<file path="config.mk">
export PLATFORM = sky130hd
export DESIGN_NAME = instruction_memory_loader_flat
export DESIGN_NICKNAME = d
export VERILOG_FILES = /design/src/rtl/instruction_memory_loader_if.sv /design/src/rtl/instruction_memory_loader.sv /design/src/flat_wrapper.sv
export SDC_FILE = /design/constraint.sdc
export NUM_CORES = 2
export LEC_CHECK = 0
export CAP_MARGIN = 5
export CORE_MARGIN = 4
export CORE_UTILIZATION = 40
export CTS_BUF_LIST = sky130_fd_sc_hd__clkbuf_16
export DETAILED_ROUTE_END_ITERATION = 8
export SLEW_MARGIN = 20
export SYNTH_ARGS = -nofsm -noshare
export SYNTH_HDL_FRONTEND = slang
export SYNTH_SLANG_ARGS = --single-unit
</file>
<file path="constraint.sdc">
create_clock -name CLK -period 6.4 [get_ports CLK]
set_clock_uncertainty 0.05 [all_clocks]
set_input_delay 0.64 -clock CLK [delete_from_list [all_inputs] [get_ports CLK]]
set_output_delay 0.64 -clock CLK [all_outputs]
set_load 0.02 [all_outputs]
</file>
<file path="src/rtl/instruction_memory_loader_if.sv">
// Boot-loader byte stream plus the data-path fetch port of the instruction memory.
// master = stream source / data path, slave = instruction_memory_loader.
interface instruction_memory_loader_if #(
    parameter int Instruction_Size   = 32,
    parameter int Program_Count_Size = 32
);
    // A byte moves at a rising edge only when Load_Valid and Load_Ready are both high;
    // Load_Ready never depends on Load_Valid, and Load_Data is ignored otherwise.
    logic [7:0]                    Load_Data;
    logic                          Load_Valid;
    logic                          Load_Ready;
    logic [Program_Count_Size-1:0] PC;
    logic [Instruction_Size-1:0]   Instruction;
    logic                          Core_Hold;
    logic                          Load_Done;
    logic                          Load_Error;

    modport master (
        output Load_Data, Load_Valid, PC,
        input  Load_Ready, Instruction, Core_Hold, Load_Done, Load_Error
    );

    modport slave (
        input  Load_Data, Load_Valid, PC,
        output Load_Ready, Instruction, Core_Hold, Load_Done, Load_Error
    );
endinterface

</file>
<file path="src/rtl/instruction_memory_loader.sv">
// Instruction memory filled by a big-endian byte-stream boot loader, then read from PC.
// Define LOADER_CHECKSUM_EN to require a trailing XOR checksum byte after the data.
module instruction_memory_loader #(
    parameter int Instruction_Size   = 32,
    parameter int Program_Count_Size = 32,
    parameter int Addr_Width         = 6
) (
    input  logic                      CLK,
    input  logic                      RST,
    instruction_memory_loader_if.slave bus,
    output logic [2:0]                dbg_state
);
    localparam int Depth = 1 << Addr_Width;

    typedef enum logic [2:0] {
        HDR_HI = 3'd0,
        HDR_LO = 3'd1,
        DATA   = 3'd2,
`ifdef LOADER_CHECKSUM_EN
        CSUM   = 3'd3,
`endif
        RUN    = 3'd4,
        ERR    = 3'd5
    } state_t;

    state_t                      state;
    state_t                      state_next;
    logic [15:0]                 n_words;
    logic [15:0]                 n_hdr;
    logic [Addr_Width-1:0]       word_idx;
    logic [1:0]                  byte_idx;
    logic [23:0]                 shift;
    logic                        accept;
    logic                        last_byte;
    logic                        loading;
    logic [Instruction_Size-1:0] mem [Depth];
    logic [Program_Count_Size-1:0] pc;
    logic [Addr_Width-1:0]       word_addr;
    logic                        pc_unused;
`ifdef LOADER_CHECKSUM_EN
    logic [7:0]                  csum;
`endif

    assign accept    = bus.Load_Valid && bus.Load_Ready;
    assign n_hdr     = {n_words[15:8], bus.Load_Data};
    assign last_byte = (byte_idx == 2'd3) &&
                       ({{(16-Addr_Width){1'b0}}, word_idx} == n_words - 16'd1);
    assign dbg_state = state;

    // Byte offset and high PC bits are dropped so fetches wrap modulo the memory depth.
    assign pc        = bus.PC;
    assign word_addr = pc[Addr_Width+1:2];
    assign pc_unused = ^{pc[Program_Count_Size-1:Addr_Width+2], pc[1:0]};

    always_ff @(posedge CLK) begin
        if (RST) begin
            state    <= HDR_HI;
            n_words  <= '0;
            word_idx <= '0;
            byte_idx <= '0;
            shift    <= '0;
`ifdef LOADER_CHECKSUM_EN
            csum     <= '0;
`endif
        end else begin
            state <= state_next;
            if (accept) begin
                case (state)
                    HDR_HI: n_words[15:8] <= bus.Load_Data;
                    HDR_LO: n_words[7:0]  <= bus.Load_Data;
                    DATA: begin
                        shift    <= {shift[15:0], bus.Load_Data};
                        byte_idx <= byte_idx + 2'd1;
                        if (byte_idx == 2'd3) word_idx <= word_idx + Addr_Width'(1);
`ifdef LOADER_CHECKSUM_EN
                        csum     <= csum ^ bus.Load_Data;
`endif
                    end
                    default: ;
                endcase
            end
        end
    end

    // Memory has no reset: contents survive RST and are only overwritten word by word.
    always_ff @(posedge CLK) begin
        if (accept && state == DATA && byte_idx == 2'd3)
            mem[word_addr_w()] <= {shift, bus.Load_Data};
    end

    function automatic logic [Addr_Width-1:0] word_addr_w();
        return word_idx;
    endfunction

    always_comb begin
        state_next = state;
        case (state)
            HDR_HI: if (accept) state_next = HDR_LO;
            HDR_LO: begin
                if (accept) begin
                    if (n_hdr == 16'd0)               state_next = RUN;
                    else if (int'(n_hdr) > Depth)     state_next = ERR;
                    else                              state_next = DATA;
                end
            end
            DATA: begin
`ifdef LOADER_CHECKSUM_EN
                if (accept && last_byte) state_next = CSUM;
`else
                if (accept && last_byte) state_next = RUN;
`endif
            end
`ifdef LOADER_CHECKSUM_EN
            CSUM: if (accept) state_next = (bus.Load_Data == csum) ? RUN : ERR;
`endif
            default: ;
        endcase
    end

    always_comb begin
        loading = (state == HDR_HI) || (state == HDR_LO) || (state == DATA);
`ifdef LOADER_CHECKSUM_EN
        loading = loading || (state == CSUM);
`endif
        bus.Load_Ready  = !RST && loading;
        bus.Core_Hold   = RST || (state != RUN);
        bus.Load_Done   = !RST && (state == RUN);
        bus.Load_Error  = !RST && (state == ERR);
        bus.Instruction = (!RST && state == RUN) ? mem[word_addr] : '0;
    end
endmodule

</file>
<file path="src/flat_wrapper.sv">
// flat-port wrapper written by rule: the top's interface ports become plain ports
module instruction_memory_loader_flat 
#(
    parameter int Instruction_Size   = 32,
    parameter int Program_Count_Size = 32,
    parameter int Addr_Width         = 6
)
  (CLK, RST, dbg_state, bus_Load_Data, bus_Load_Valid, bus_PC, bus_Load_Ready, bus_Instruction, bus_Core_Hold, bus_Load_Done, bus_Load_Error);
  instruction_memory_loader_if #(.Instruction_Size(Instruction_Size), .Program_Count_Size(Program_Count_Size)) bus_i ();
  input  logic CLK;
  input  logic RST;
  output logic [2:0] dbg_state;
  input wire logic [$bits(bus_i.Load_Data)-1:0] bus_Load_Data;
  input wire logic [$bits(bus_i.Load_Valid)-1:0] bus_Load_Valid;
  input wire logic [$bits(bus_i.PC)-1:0] bus_PC;
  output wire logic [$bits(bus_i.Load_Ready)-1:0] bus_Load_Ready;
  output wire logic [$bits(bus_i.Instruction)-1:0] bus_Instruction;
  output wire logic [$bits(bus_i.Core_Hold)-1:0] bus_Core_Hold;
  output wire logic [$bits(bus_i.Load_Done)-1:0] bus_Load_Done;
  output wire logic [$bits(bus_i.Load_Error)-1:0] bus_Load_Error;
  assign bus_i.Load_Data = bus_Load_Data;
  assign bus_i.Load_Valid = bus_Load_Valid;
  assign bus_i.PC = bus_PC;
  assign bus_Load_Ready = bus_i.Load_Ready;
  assign bus_Instruction = bus_i.Instruction;
  assign bus_Core_Hold = bus_i.Core_Hold;
  assign bus_Load_Done = bus_i.Load_Done;
  assign bus_Load_Error = bus_i.Load_Error;
  instruction_memory_loader #(.Instruction_Size(Instruction_Size), .Program_Count_Size(Program_Count_Size), .Addr_Width(Addr_Width)) u_core (.CLK(CLK), .RST(RST), .bus(bus_i), .dbg_state(dbg_state));
endmodule
</file>
==> results.sh <==
export IMPL_port_buffers=55
export IMPL_required_ns=5.71
export IMPL_grt_pass1_vias=38000
export IMPL_totalPowerFinal_mw=27.2
export IMPL_wirelength_mm=212
export IMPL_io_pins=82
export IMPL_drt_iter0_markers=5503
export IMPL_hold_ws_ns=0.346
export IMPL_multi_input_area_mm2=0.0173
export IMPL_dp_cells=6075
export IMPL_track_usage_pct=20.3
export IMPL_synth_nets=3439
export IMPL_fill_cells=16400
export IMPL_rsz0062_at_grt="no"
export IMPL_synth_area_per_cell_um2=23.6
export IMPL_ys_async_sr_fraction_pct=0
export IMPL_h_tree_depth=4
export IMPL_synth_area_leaders="edfxtp_1 77%, mux4_2 18%, dfxtp_1 1.3%"
export IMPL_r2r_end="u_core.mem[14][3]"
export IMPL_reg2reg_from="u_core.byte_idx[0]"
export IMPL_yosys_area_top_type_share_pct=76.7
export IMPL_grt_overflow_total=0
export IMPL_maxCapViolations=0
export IMPL_area_delta_synth_final_pct=14.6
export IMPL_synthTopCellsByCount="2048 x edfxtp_1, 624 x mux4_2, 114 x clkbuf_1"
export IMPL_dp_hpwl_mm=118
export IMPL_cts_path_max_buffers=3
export IMPL_slowest_delay_ns=0.65
export IMPL_cts_sinks=2099
export IMPL_worstSetupPathType="register to primary output"
export IMPL_first_pass_iters=5
export IMPL_end_kind="primary output"
export IMPL_die_area_mm2=0.208
export IMPL_setup_tns_ns=0
export IMPL_drcViolationCount=0
export IMPL_die_h_um=456
export IMPL_yosysMostFrequentCell="edfxtp_1"
export IMPL_worstHoldPathType="input port to register"
export IMPL_wl_per_cell_um=32.9
export IMPL_fmax_mhz=185
export IMPL_die_w_um=456
export IMPL_clk_transition_reported_paths_ns=0.06
export IMPL_drive_gt1_share_pct=30.7
export IMPL_ys_types=56
export IMPL_slew_headroom_pct=22.0
export IMPL_setup_viol=0
export IMPL_crit_end="bus_Instruction[6]"
export IMPL_dpl_instance_area_mm2=0.0854
export IMPL_path_cells="nor2_1 > nand3b_1 > inv_1 > and3_1 > buf_4 > a22oi_1 > nand2_1 > clkdlybuf4s50_1"
export IMPL_yosysSeqAreaShare_pct=78.0
export IMPL_ys_ff_latch=2099
export IMPL_rows=164
export IMPL_r2r_slack_ns=2.54
export IMPL_cts_resized=0
export IMPL_grt_max_degree=83
export IMPL_crit_start="u_core.dbg_state[1]"
export IMPL_ys_flop_type="edfxtp_1"
export IMPL_combPwrFrac_pct=2.7
export IMPL_startpoint_type="register"
export IMPL_cts_root_buf="clkbuf_16"
export IMPL_clock_latency_ns=0.83
export IMPL_vias=38000
export IMPL_fin_crit_sh_pct=84.4
export IMPL_core_area_mm2=0.199
export IMPL_power_frac_seq_pct=54.8
export IMPL_min_period_ns=5.40
export IMPL_worstMarginPinSlew_ns=1.17
export IMPL_floorplan_initialDensity_pct=40.2
export IMPL_cts_tree="built"
export IMPL_status="completed"
export IMPL_p_leak_nw=27.1
export IMPL_reg2regPathDepth=6
export IMPL_powerDensity_mw_per_mm2=296
export IMPL_cts_setup_buffers=0
export IMPL_antenna_found_initial=10
export IMPL_globalplace_congestion=0.765
export IMPL_cp_arrival_ns=4.71
export IMPL_clockPowerShare_pct=42.5
export IMPL_seqCellArea_mm2=0.0626
export IMPL_layoutNonFillerInstCount=6453
export IMPL_synth_edf_count=2048
export IMPL_cp_slowest_cell="clkdlybuf4s50_1"
export IMPL_crit_fanout=15
export IMPL_switchingPower_mw=5.52
export IMPL_yosysWarnings=0
export IMPL_fin_util_pct=46.1
export IMPL_setup_ws_ns=0.996
export IMPL_switching_share_pct=20.3
export IMPL_peakVddDrop_uv=264
export IMPL_grt_pass1_wl_mm=299
export IMPL_internal_power_mw=21.7
export IMPL_synthCells=3393
export IMPL_via_per_inst=5.88
export IMPL_cts_inserted_buffers=203
export IMPL_final_area_mm2=0.0919
export IMPL_ant_nets=0
export IMPL_hold_viol_final=0
export IMPL_nNetsFinal=3672
export IMPL_timing_final_max_slew_violations=0
export IMPL_place_ws_ns=1.49
export IMPL_yosysTopAreaCell="edfxtp_1"
export IMPL_netlist_area_mm2=0.0801
export IMPL_hold_buffers=0
-- cell type report --
| type | instances | share of cell area [%] |
|---|---|---|
| clock buffers | 209 | 5.69 |
| well taps | 2656 | 3.62 |
| multi-input cells | 1099 | 18.9 |
| diodes | 1 | 0.00272 |
| repair buffers | 217 | 2.37 |
| clock inverters | 166 | 1.29 |
| inverters | 6 | 0.0245 |
| flip-flops and latches | 2099 | 68.1 |
-- state kept, by name, indices dropped and copies added (netlist names) --
signal            count
u_core.mem         2048
u_core.shift         24
u_core.n_words       16
u_core.word_idx       6
u_core.dbg_state      3
u_core.byte_idx       2
-- cells by family after synthesis --
group                    count (synthesis)  share of synthesized area (%)
XOR/XNOR                                10                          0.109
adder cells (fa/ha/maj)                  3                         0.0468
AO/OA/AOI/OAI                          136                           1.15
multiplexers                           672                           18.1
flip-flops                            2099                           78.0
buffers and inverters                  195                          0.968
AND/OR/NAND/NOR                        278                           1.58
-- how the worst min path moves through the flow --
stage | start | end | depth (start not counted)
3_5_place_dp | u_core.byte_idx[1] | u_core.byte_idx[1] | 2
2_1_floorplan | u_core.byte_idx[1] | u_core.byte_idx[1] | 2
5_1_grt | bus_Load_Data[1] | u_core.dbg_state[0] | 4
3_3_place_gp | u_core.byte_idx[1] | u_core.byte_idx[1] | 2
4_1_cts | bus_Load_Data[1] | u_core.dbg_state[0] | 4
6_report | bus_Load_Data[1] | u_core.dbg_state[0] | 4
-- cell usage in the layout (no fill, tap or decap), types with 6 or more instances in the layout --
| cell type | count |
|---|---|
| nand3_1 | 13 |
| buf_2 | 10 |
| nor2_4 | 64 |
| clkinv_2 | 31 |
| dfxtp_4 | 16 |
| edfxtp_1 | 2048 |
| clkdlybuf4s50_1 | 40 |
| inv_1 | 56 |
| nor2b_1 | 9 |
| o21ai_1 | 18 |
| bufinv_16 | 14 |
| a211oi_1 | 7 |
| dfxtp_2 | 6 |
| nand2_1 | 93 |
| dfxtp_1 | 29 |
| buf_4 | 129 |
| a22oi_1 | 44 |
| or4_1 | 8 |
| nor3_1 | 6 |
| buf_12 | 31 |
| clkbuf_16 | 209 |
| nor2_1 | 43 |
| a21oi_1 | 34 |
| a221oi_1 | 13 |
| clkinv_1 | 58 |
| mux4_2 | 624 |
| xor2_1 | 6 |
| mux2i_1 | 48 |
-- per-layer routing --
layer / routed length (um) / part of all wire, % / GRT usage, %
met5: 13 / 0.0061 / 0
met4: 5080 / 2.4 / 5.09
met3: 17800 / 8.4 / 3.68
met2: 101000 / 47 / 31.5
met1: 88700 / 42 / 30.0
-- critical path: cells and delay by family (launching register included) --
family                 cells  cell delay (ns)
AND/OR/NAND/NOR            4             1.54
buffers and inverters      3             1.57
AO/OA/AOI/OAI              1             0.34
flip-flops                 1             0.40
-- power groups by stage --
stage | sequential (mW) | clock (mW) | combinational (mW)
2_1_floorplan | 15.2 | 0 | 0.477
3_3_place_gp | 15.2 | 0 | 0.747
3_5_place_dp | 15.2 | 0 | 0.752
4_1_cts | 14.9 | 11.7 | 0.753
5_1_grt | 14.9 | 12.4 | 0.787
6_report | 14.9 | 11.5 | 0.735
Power figures use the tool's default switching activity.
